--- src/rtl/uart_echo_pkg.sv ---
// Shared constants, egress state encoding and the case-fold helper for the
// UART stream echo endpoint.
package uart_echo_pkg;

  localparam int unsigned BYTE_W = 8;

  localparam logic [BYTE_W-1:0] ASCII_CR    = 8'h0D;
  localparam logic [BYTE_W-1:0] ASCII_LF    = 8'h0A;
  localparam logic [BYTE_W-1:0] ASCII_a     = 8'h61;
  localparam logic [BYTE_W-1:0] ASCII_z     = 8'h7A;
  localparam logic [BYTE_W-1:0] CASE_OFFSET = 8'h20;

  typedef enum logic [1:0] {
    ST_IDLE    = 2'd0,
    ST_SEND    = 2'd1,
    ST_SEND_LF = 2'd2
  } egress_state_e;

  // Lowercase ASCII letters become uppercase; every other byte passes through.
  function automatic logic [BYTE_W-1:0] fold_upper(input logic [BYTE_W-1:0] b);
    return ((b >= ASCII_a) && (b <= ASCII_z)) ? (b - CASE_OFFSET) : b;
  endfunction

endpackage

--- src/rtl/uart_byte_fifo.sv ---
// Synchronous byte FIFO with wrap-bit pointers and show-ahead read data.
module uart_byte_fifo
  import uart_echo_pkg::*;
#(
  parameter int unsigned DEPTH = 16
) (
  input  logic                    clk_i,
  input  logic                    rst_ni,
  input  logic                    push_i,
  input  logic [BYTE_W-1:0]       wdata_i,
  input  logic                    pop_i,
  output logic [BYTE_W-1:0]       rdata_c_o,
  output logic                    full_c_o,
  output logic                    empty_c_o,
  output logic [$clog2(DEPTH):0]  level_c_o
);

  localparam int unsigned AW = $clog2(DEPTH);
  localparam logic [AW:0] PTR_INC = (AW+1)'(1);

  logic [AW:0]       wr_ptr_q, wr_ptr_d;
  logic [AW:0]       rd_ptr_q, rd_ptr_d;
  logic [BYTE_W-1:0] mem_q [DEPTH];
  logic              do_push;
  logic              do_pop;

  // A full FIFO refuses writes even when a pop frees a slot in the same cycle.
  assign full_c_o  = (wr_ptr_q[AW] != rd_ptr_q[AW]) &&
                     (wr_ptr_q[AW-1:0] == rd_ptr_q[AW-1:0]);
  assign empty_c_o = (wr_ptr_q == rd_ptr_q);
  assign do_push   = push_i && !full_c_o;
  assign do_pop    = pop_i && !empty_c_o;

  assign wr_ptr_d  = do_push ? (wr_ptr_q + PTR_INC) : wr_ptr_q;
  assign rd_ptr_d  = do_pop  ? (rd_ptr_q + PTR_INC) : rd_ptr_q;
  assign rdata_c_o = mem_q[rd_ptr_q[AW-1:0]];
  assign level_c_o = wr_ptr_q - rd_ptr_q;

  always_ff @(posedge clk_i or negedge rst_ni) begin
    if (!rst_ni) begin
      wr_ptr_q <= '0;
      rd_ptr_q <= '0;
    end else begin
      wr_ptr_q <= wr_ptr_d;
      rd_ptr_q <= rd_ptr_d;
    end
  end

  // Storage needs no reset: occupancy is defined by the pointers alone.
  always_ff @(posedge clk_i) begin
    if (do_push) begin
      mem_q[wr_ptr_q[AW-1:0]] <= wdata_i;
    end
  end

endmodule

--- src/rtl/uart_stream_echo.sv ---
// Terminal echo between the UART Avalon-ST source and sink: ingress error
// filter, byte FIFO, egress FSM with optional upper-casing and CR->CRLF.
module uart_stream_echo
  import uart_echo_pkg::*;
#(
  parameter int unsigned FIFO_DEPTH  = 16,
  parameter bit          UPPERCASE   = 1'b1,
  parameter bit          CRLF_EXPAND = 1'b1
) (
  input  logic                          clk_clk,
  input  logic                          reset_reset_n,
  input  logic [BYTE_W-1:0]             from_uart_data,
  input  logic                          from_uart_valid,
  input  logic                          from_uart_error,
  output logic                          from_uart_ready,
  output logic [BYTE_W-1:0]             to_uart_data,
  output logic                          to_uart_valid,
  output logic                          to_uart_error,
  input  logic                          to_uart_ready,
  output logic [BYTE_W-1:0]             err_count,
  output logic [$clog2(FIFO_DEPTH):0]   fifo_level
);

  egress_state_e     state_q, state_d;
  logic [BYTE_W-1:0] data_q, data_d;
  logic              valid_q, valid_d;
  logic [BYTE_W-1:0] err_cnt_q, err_cnt_d;

  logic              accept;
  logic              fifo_push;
  logic              fifo_pop;
  logic              fifo_full;
  logic              fifo_empty;
  logic [BYTE_W-1:0] fifo_rdata;
  logic [BYTE_W-1:0] next_byte;
  logic              advance;

  // Ingress: errored beats are consumed but never stored.
  assign from_uart_ready = !fifo_full;
  assign accept          = from_uart_valid && from_uart_ready;
  assign fifo_push       = accept && !from_uart_error;

  assign err_cnt_d = (accept && from_uart_error && (err_cnt_q != 8'hFF))
                     ? (err_cnt_q + 8'd1) : err_cnt_q;

  uart_byte_fifo #(
    .DEPTH (FIFO_DEPTH)
  ) u_fifo (
    .clk_i     (clk_clk),
    .rst_ni    (reset_reset_n),
    .push_i    (fifo_push),
    .wdata_i   (from_uart_data),
    .pop_i     (fifo_pop),
    .rdata_c_o (fifo_rdata),
    .full_c_o  (fifo_full),
    .empty_c_o (fifo_empty),
    .level_c_o (fifo_level)
  );

  // The FIFO keeps raw bytes; case folding happens on the way into the hold register.
  assign next_byte = UPPERCASE ? fold_upper(fifo_rdata) : fifo_rdata;

  always_comb begin
    state_d  = state_q;
    data_d   = data_q;
    valid_d  = valid_q;
    fifo_pop = 1'b0;
    advance  = 1'b0;

    unique case (state_q)
      ST_IDLE: advance = 1'b1;
      ST_SEND: begin
        if (to_uart_ready) begin
          if (CRLF_EXPAND && (data_q == ASCII_CR)) begin
            state_d = ST_SEND_LF;
            data_d  = ASCII_LF;
          end else begin
            advance = 1'b1;
          end
        end
      end
      ST_SEND_LF: advance = to_uart_ready;
      default: state_d = ST_IDLE;
    endcase

    // Load the next byte straight into hold so a busy stream costs no bubble.
    if (advance) begin
      if (!fifo_empty) begin
        fifo_pop = 1'b1;
        data_d   = next_byte;
        valid_d  = 1'b1;
        state_d  = ST_SEND;
      end else begin
        valid_d  = 1'b0;
        state_d  = ST_IDLE;
      end
    end
  end

  always_ff @(posedge clk_clk or negedge reset_reset_n) begin
    if (!reset_reset_n) begin
      state_q   <= ST_IDLE;
      data_q    <= '0;
      valid_q   <= 1'b0;
      err_cnt_q <= '0;
    end else begin
      state_q   <= state_d;
      data_q    <= data_d;
      valid_q   <= valid_d;
      err_cnt_q <= err_cnt_d;
    end
  end

  assign to_uart_data  = data_q;
  assign to_uart_valid = valid_q;
  assign to_uart_error = 1'b0;
  assign err_count     = err_cnt_q;

endmodule

--- config.mk ---
export PLATFORM = sky130hd
export DESIGN_NAME = uart_stream_echo
export DESIGN_NICKNAME = d
export VERILOG_FILES = /design/src/rtl/uart_echo_pkg.sv /design/src/rtl/uart_byte_fifo.sv /design/src/rtl/uart_stream_echo.sv
export SDC_FILE = /design/constraint.sdc
export NUM_CORES = 1
export LEC_CHECK = 0
export ABC_AREA = 1
export CAP_MARGIN = 10
export CORE_UTILIZATION = 30
export CTS_BUF_LIST = sky130_fd_sc_hd__clkbuf_4 sky130_fd_sc_hd__clkbuf_8
export CTS_CLUSTER_SIZE = 14
export DETAILED_ROUTE_END_ITERATION = 6
export HOLD_SLACK_MARGIN = 0.02
export PLACE_DENSITY = 0.45
export SLEW_MARGIN = 20
export SYNTH_ARGS = -nofsm -noshare
export SYNTH_HDL_FRONTEND = slang
export SYNTH_SLANG_ARGS = --single-unit
--- constraint.sdc ---
create_clock -name clk_clk -period 2.3 [get_ports clk_clk]
set_input_delay 0.345 -clock clk_clk [delete_from_list [all_inputs] [get_ports clk_clk]]
set_output_delay 0.345 -clock clk_clk [all_outputs]
set_load 0.02 [all_outputs]
==> results.md <==
Critical path:
- In this run the worst path has a maximum fanout of 2.
- The total buffers and inverters traversed by the critical path is 1.
- The worst setup path is launched from a register.
- The cell with the biggest individual delay on the critical path is sky130_fd_sc_hd__dfrtp_2.
- Broken down by cell family, the worst path's largest delay share belongs to adder cells.
- The arrival time of data at the critical path endpoint is 1.91 ns.
- The largest single stage delay on the critical path is 0.43 ns.
- The type of the worst setup path is reg2out.
- STA puts the critical path data required time at 1.96 ns.
- The signal on the critical path passes through ha_2, fa_2, nor2_2, a211oi_2, xor2_1, buf_4.
- The kind of capture point of the worst setup path is a primary output.

Finish:
- Summing all multi-input logic gate instances after layout gives 0.00218 sq mm.
- The layout has 2293 filler cells.
- Leaving out filler cells and counting taps, the final layout contains 1040.
- The sequential standard cell area is 0.00457 sq mm.
- The repair_antennas step left the layout with diodes totalling 0.
- Relative to the synthesized area, the layout overhead comes to 22.3%.
- At the end of the flow, the number of nets in the layout was 769.
- Of the cells placed in the final design, the portion with a size suffix greater than 1 is 15.8%.

Clock tree:
- The clock transition time at the flip-flop clock pins of the worst setup and hold paths is 0.10 ns.
- Buffers inserted during clock tree synthesis total 17.
- TritonCTS built the clock tree.
- In this run, post-CTS hold repair placed 0 buffers.
- The H-tree was split into 4 levels.
- The clock passes through at most 2 buffers.
- Counting every sink on the clock net gives 157.
- The later-pin clock latency in the skew report is 0.46 ns.
- In this run the clock root is driven by a sky130_fd_sc_hd__clkbuf_8.

Timing:
- The final setup violation count is 0.
- The worst path needs 2.26 ns of the cycle, external delays included.
- The number of slew-limit violations in the final report is 0.
- The final-report hold violation count came to 0.
- Measured against its own limit, the worst slew margin works out to 50.9%.
- The worst clock skew is 0.0186 ns.
- The portion of the clock cycle consumed by the worst path in the final layout is 98.2%.
- Setup repair after global routing could not meet its margin everywhere.
- The final worst hold slack is 0.253 ns.
- For this run, the top clock speed supported by timing is 0.443 GHz.
- For the pin with the worst max-slew slack, the measured transition is 0.734 ns.

Logic synthesis:
- The leading register cell type out of synthesis is sky130_fd_sc_hd__edfxtp_1.
- The number of warnings issued by yosys is 0.
- The most numerous cell in the Yosys netlist is sky130_fd_sc_hd__nand2_1.
- The post-synthesis cell area is 0.00695 sq mm.
- By area, the combinational part of the netlist is dominated by simple AND/OR/NAND/NOR gates.
- Synthesis handed over a netlist of 672 instances.
- Of the total synthesized cell area, the portion taken by XOR and XNOR cells is 2.39%.
- The library cell with the largest summed area after synthesis is sky130_fd_sc_hd__edfxtp_1.
- By area the synthesized netlist is led by sky130_fd_sc_hd__edfxtp_1, sky130_fd_sc_hd__nand2_1, sky130_fd_sc_hd__dfrtp_1.
- Of the total synthesized cell area, the portion taken by full adders, half adders and majority gates is 2.27%.
- The multiplexer fraction of the synthesized cell area is 0.306%.
- Counting distinct cell types in the post-synthesis netlist gives 28.
- The count of flip-flops with a built-in enable after synthesis is 128.
- The simple-gate share of the synthesized area is 20.1%.
- In this run, synthesis produced a sequential element count of 157.
- When the netlist entered floorplanning its net count stood at 697.
- The synthesized area per cell is 10.3 sq um.
- The sequential-to-total area share from yosys stat is 65.7%.
- Sorting the synthesized cells by how often they occur yields sky130_fd_sc_hd__nand2_1, sky130_fd_sc_hd__edfxtp_1, sky130_fd_sc_hd__nor2_1.
- Summing the areas of all compound-gate instances in the mapped netlist gives 3.10% of the synthesized area.
- The share of synthesized area in the top cell type comes to 55.3%.
- The fraction of registers with async set or reset after synthesis is 18.5%.

Outcome:
- The run finished with clean final reports.

Floorplanning:
- The total core area is 0.0227 sq mm.
- The area of the die is 0.0238 sq mm.
- 37 I/O pins were placed.
- Once the floorplan was initialized, standard cells occupied 30.6% of the core.
- The number of cell rows is 55.
- The floorplan step set the die width to 154 microns.
- The die extent in y is 154 microns.

Drt:
- The number of optimization iterations in the first detailed-route pass is 7.
- Using the TritonRoute via totals, the vias-per-cell ratio works out to 4.50.
- The average detailed-routed wire length per instance is 16.1 microns.
- Detailed routing inserted a total of 4675 vias.
- The DRC violations left is 0.
- The detailed-route wire length is 16.8 mm.
- Once detail routing completed, the nets flagged for antenna violations numbered 0.
- The iteration-0 DRC count of the detailed router is 283.

Power:
- The cell leakage power is 3.50 nW.
- Dividing total power by cell area gives a power density of 1320 mW/mm^2.
- VDD sags by at most 0.452 mV.

GRT:
- The first global-routing pass estimated 26.5 mm of wire.
- The initial antenna violation count is 0.
- The total global-route track usage is 15.1%.
- The number of global-route vias before repair is 4704.
- The largest net degree at the start of global routing is 34.
- The leftover overflow at the end of global routing is 0.

Run:
- The tool flagged a number of max-cap violations equal to 0.

Placed design:
- The number of buffers inserted by port buffering is 35.
- Routability-driven placement finished with a final weighted congestion of 0.781.
- Once detailed placement completed, the half-perimeter wirelength came to 10.9 mm.
- Including well taps, the total number of placed cells is 1008.

Min path:
- The worst hold path belongs to the class in2async.
-- worst paths after layout --
check / from / to / slack, ns / depth (start not counted)
max: u_fifo.rd_ptr_q[0] / fifo_level[4] / 0.04 / 6
min: reset_reset_n / err_count[3] / 0.25 / 2
max reg2reg: u_fifo.rd_ptr_q[1] / u_fifo.mem_q[6][1] / 0.10 / 10
min reg2reg: to_uart_valid / to_uart_valid / 0.49 / 2
max in group asynchronous: reset_reset_n / u_fifo.rd_ptr_q[0] / 1.74 / 2
min in group clk_clk: to_uart_valid / to_uart_valid / 0.49 / 2
-- stage by stage --
stage | TNS [ns] | setup slack (ns) | area [sq um] | utilization (%) | total power, mW
global route | -0.154 | -0.0737 | 8500 | 37.4 | 12.1
detailed placement | -0.0188 | -0.0176 | 8000 | 35.2 | 9.05
global placement | 0 | 0.0222 | 8000 | 35.2 | 8.99
finish | 0 | 0.0417 | 8500 | 37.4 | 11.2
floorplan | 0 | 0.0124 | 7140 | - | 7.00
CTS | -0.00970 | -0.00970 | 8420 | 37.1 | 11.2
-- layer usage --
layer	GRT usage (%)	wire length, microns	up-vias
li1	-	-	2337
met1	19.6	7790	2250
met2	25.6	8280	79
met3	3.00	565	9
met4	4.43	133	0
met5	0	0	-
-- worst register-to-register path, cell delays in order (launching register included) --
cell and delay, ns:
sky130_fd_sc_hd__dfrtp_2 0.46, sky130_fd_sc_hd__inv_2 0.10, sky130_fd_sc_hd__ha_4 0.21, sky130_fd_sc_hd__nand4_1 0.13, sky130_fd_sc_hd__inv_1 0.09, sky130_fd_sc_hd__nand2_4 0.07, sky130_fd_sc_hd__nand2_2 0.06, sky130_fd_sc_hd__nor2_4 0.19
sky130_fd_sc_hd__buf_4 0.18, sky130_fd_sc_hd__nand2_4 0.11, sky130_fd_sc_hd__nor2_4 0.28
-- cells by family (layout without fill, tap and decap cells) --
logic type,after synthesis,after routing
other,1,1
adders and majority gates,12,12
buffers and inverters,92,175
AOI/OAI and AO/OA,42,42
and+or+nand+nor,347,347
muxes,2,2
xor gates and xnor gates,19,19
DFF,157,157
-- layout by cell type, fill, tap and decap left out, drive strengths merged, types with 6 or more instances in the layout --
cell,n
buf,46
clkbuf,19
clkdlybuf4s50,30
clkinv,6
dfrtp,29
edfxtp,128
ha,11
inv,70
nand2,209
nand3,45
nand4,9
nor2,81
o21ai,37
xor2,15
-- what timing repair did --
item	CTS	global route
pin swaps	0	2
resized for setup	29	14
hold endpoints to repair	0	0
setup endpoints to repair	6	86
gates cloned	0	1
buffers inserted	0	1
-- registers in the layout, indices dropped and copies added, names as in the netlist --
signal	flops
u_fifo.mem_q	128
u_fifo.wr_ptr_q	5
to_uart_valid	1
err_count	8
u_fifo.rd_ptr_q	5
state_q	2
to_uart_data	8
-- where the power goes --
part | switching (mW) | internal, mW
Sequential | 0.248 | 3.43
Clock | 1.05 | 1.07
Combinational | 3.28 | 2.14
Total | 4.58 | 6.65
-- area by class of cell --
cell class / count / share of cell area (%)
Tap cell: 285 / 4.19
Clock buffer: 17 / 2.75
Inverter: 67 / 3.02
Timing Repair Buffer: 78 / 8.68
Clock inverter: 13 / 1.93
Sequential cell: 157 / 53.8
Multi-Input combinational cell: 423 / 25.7
Note: power is estimated with default switching activity, not from simulation.
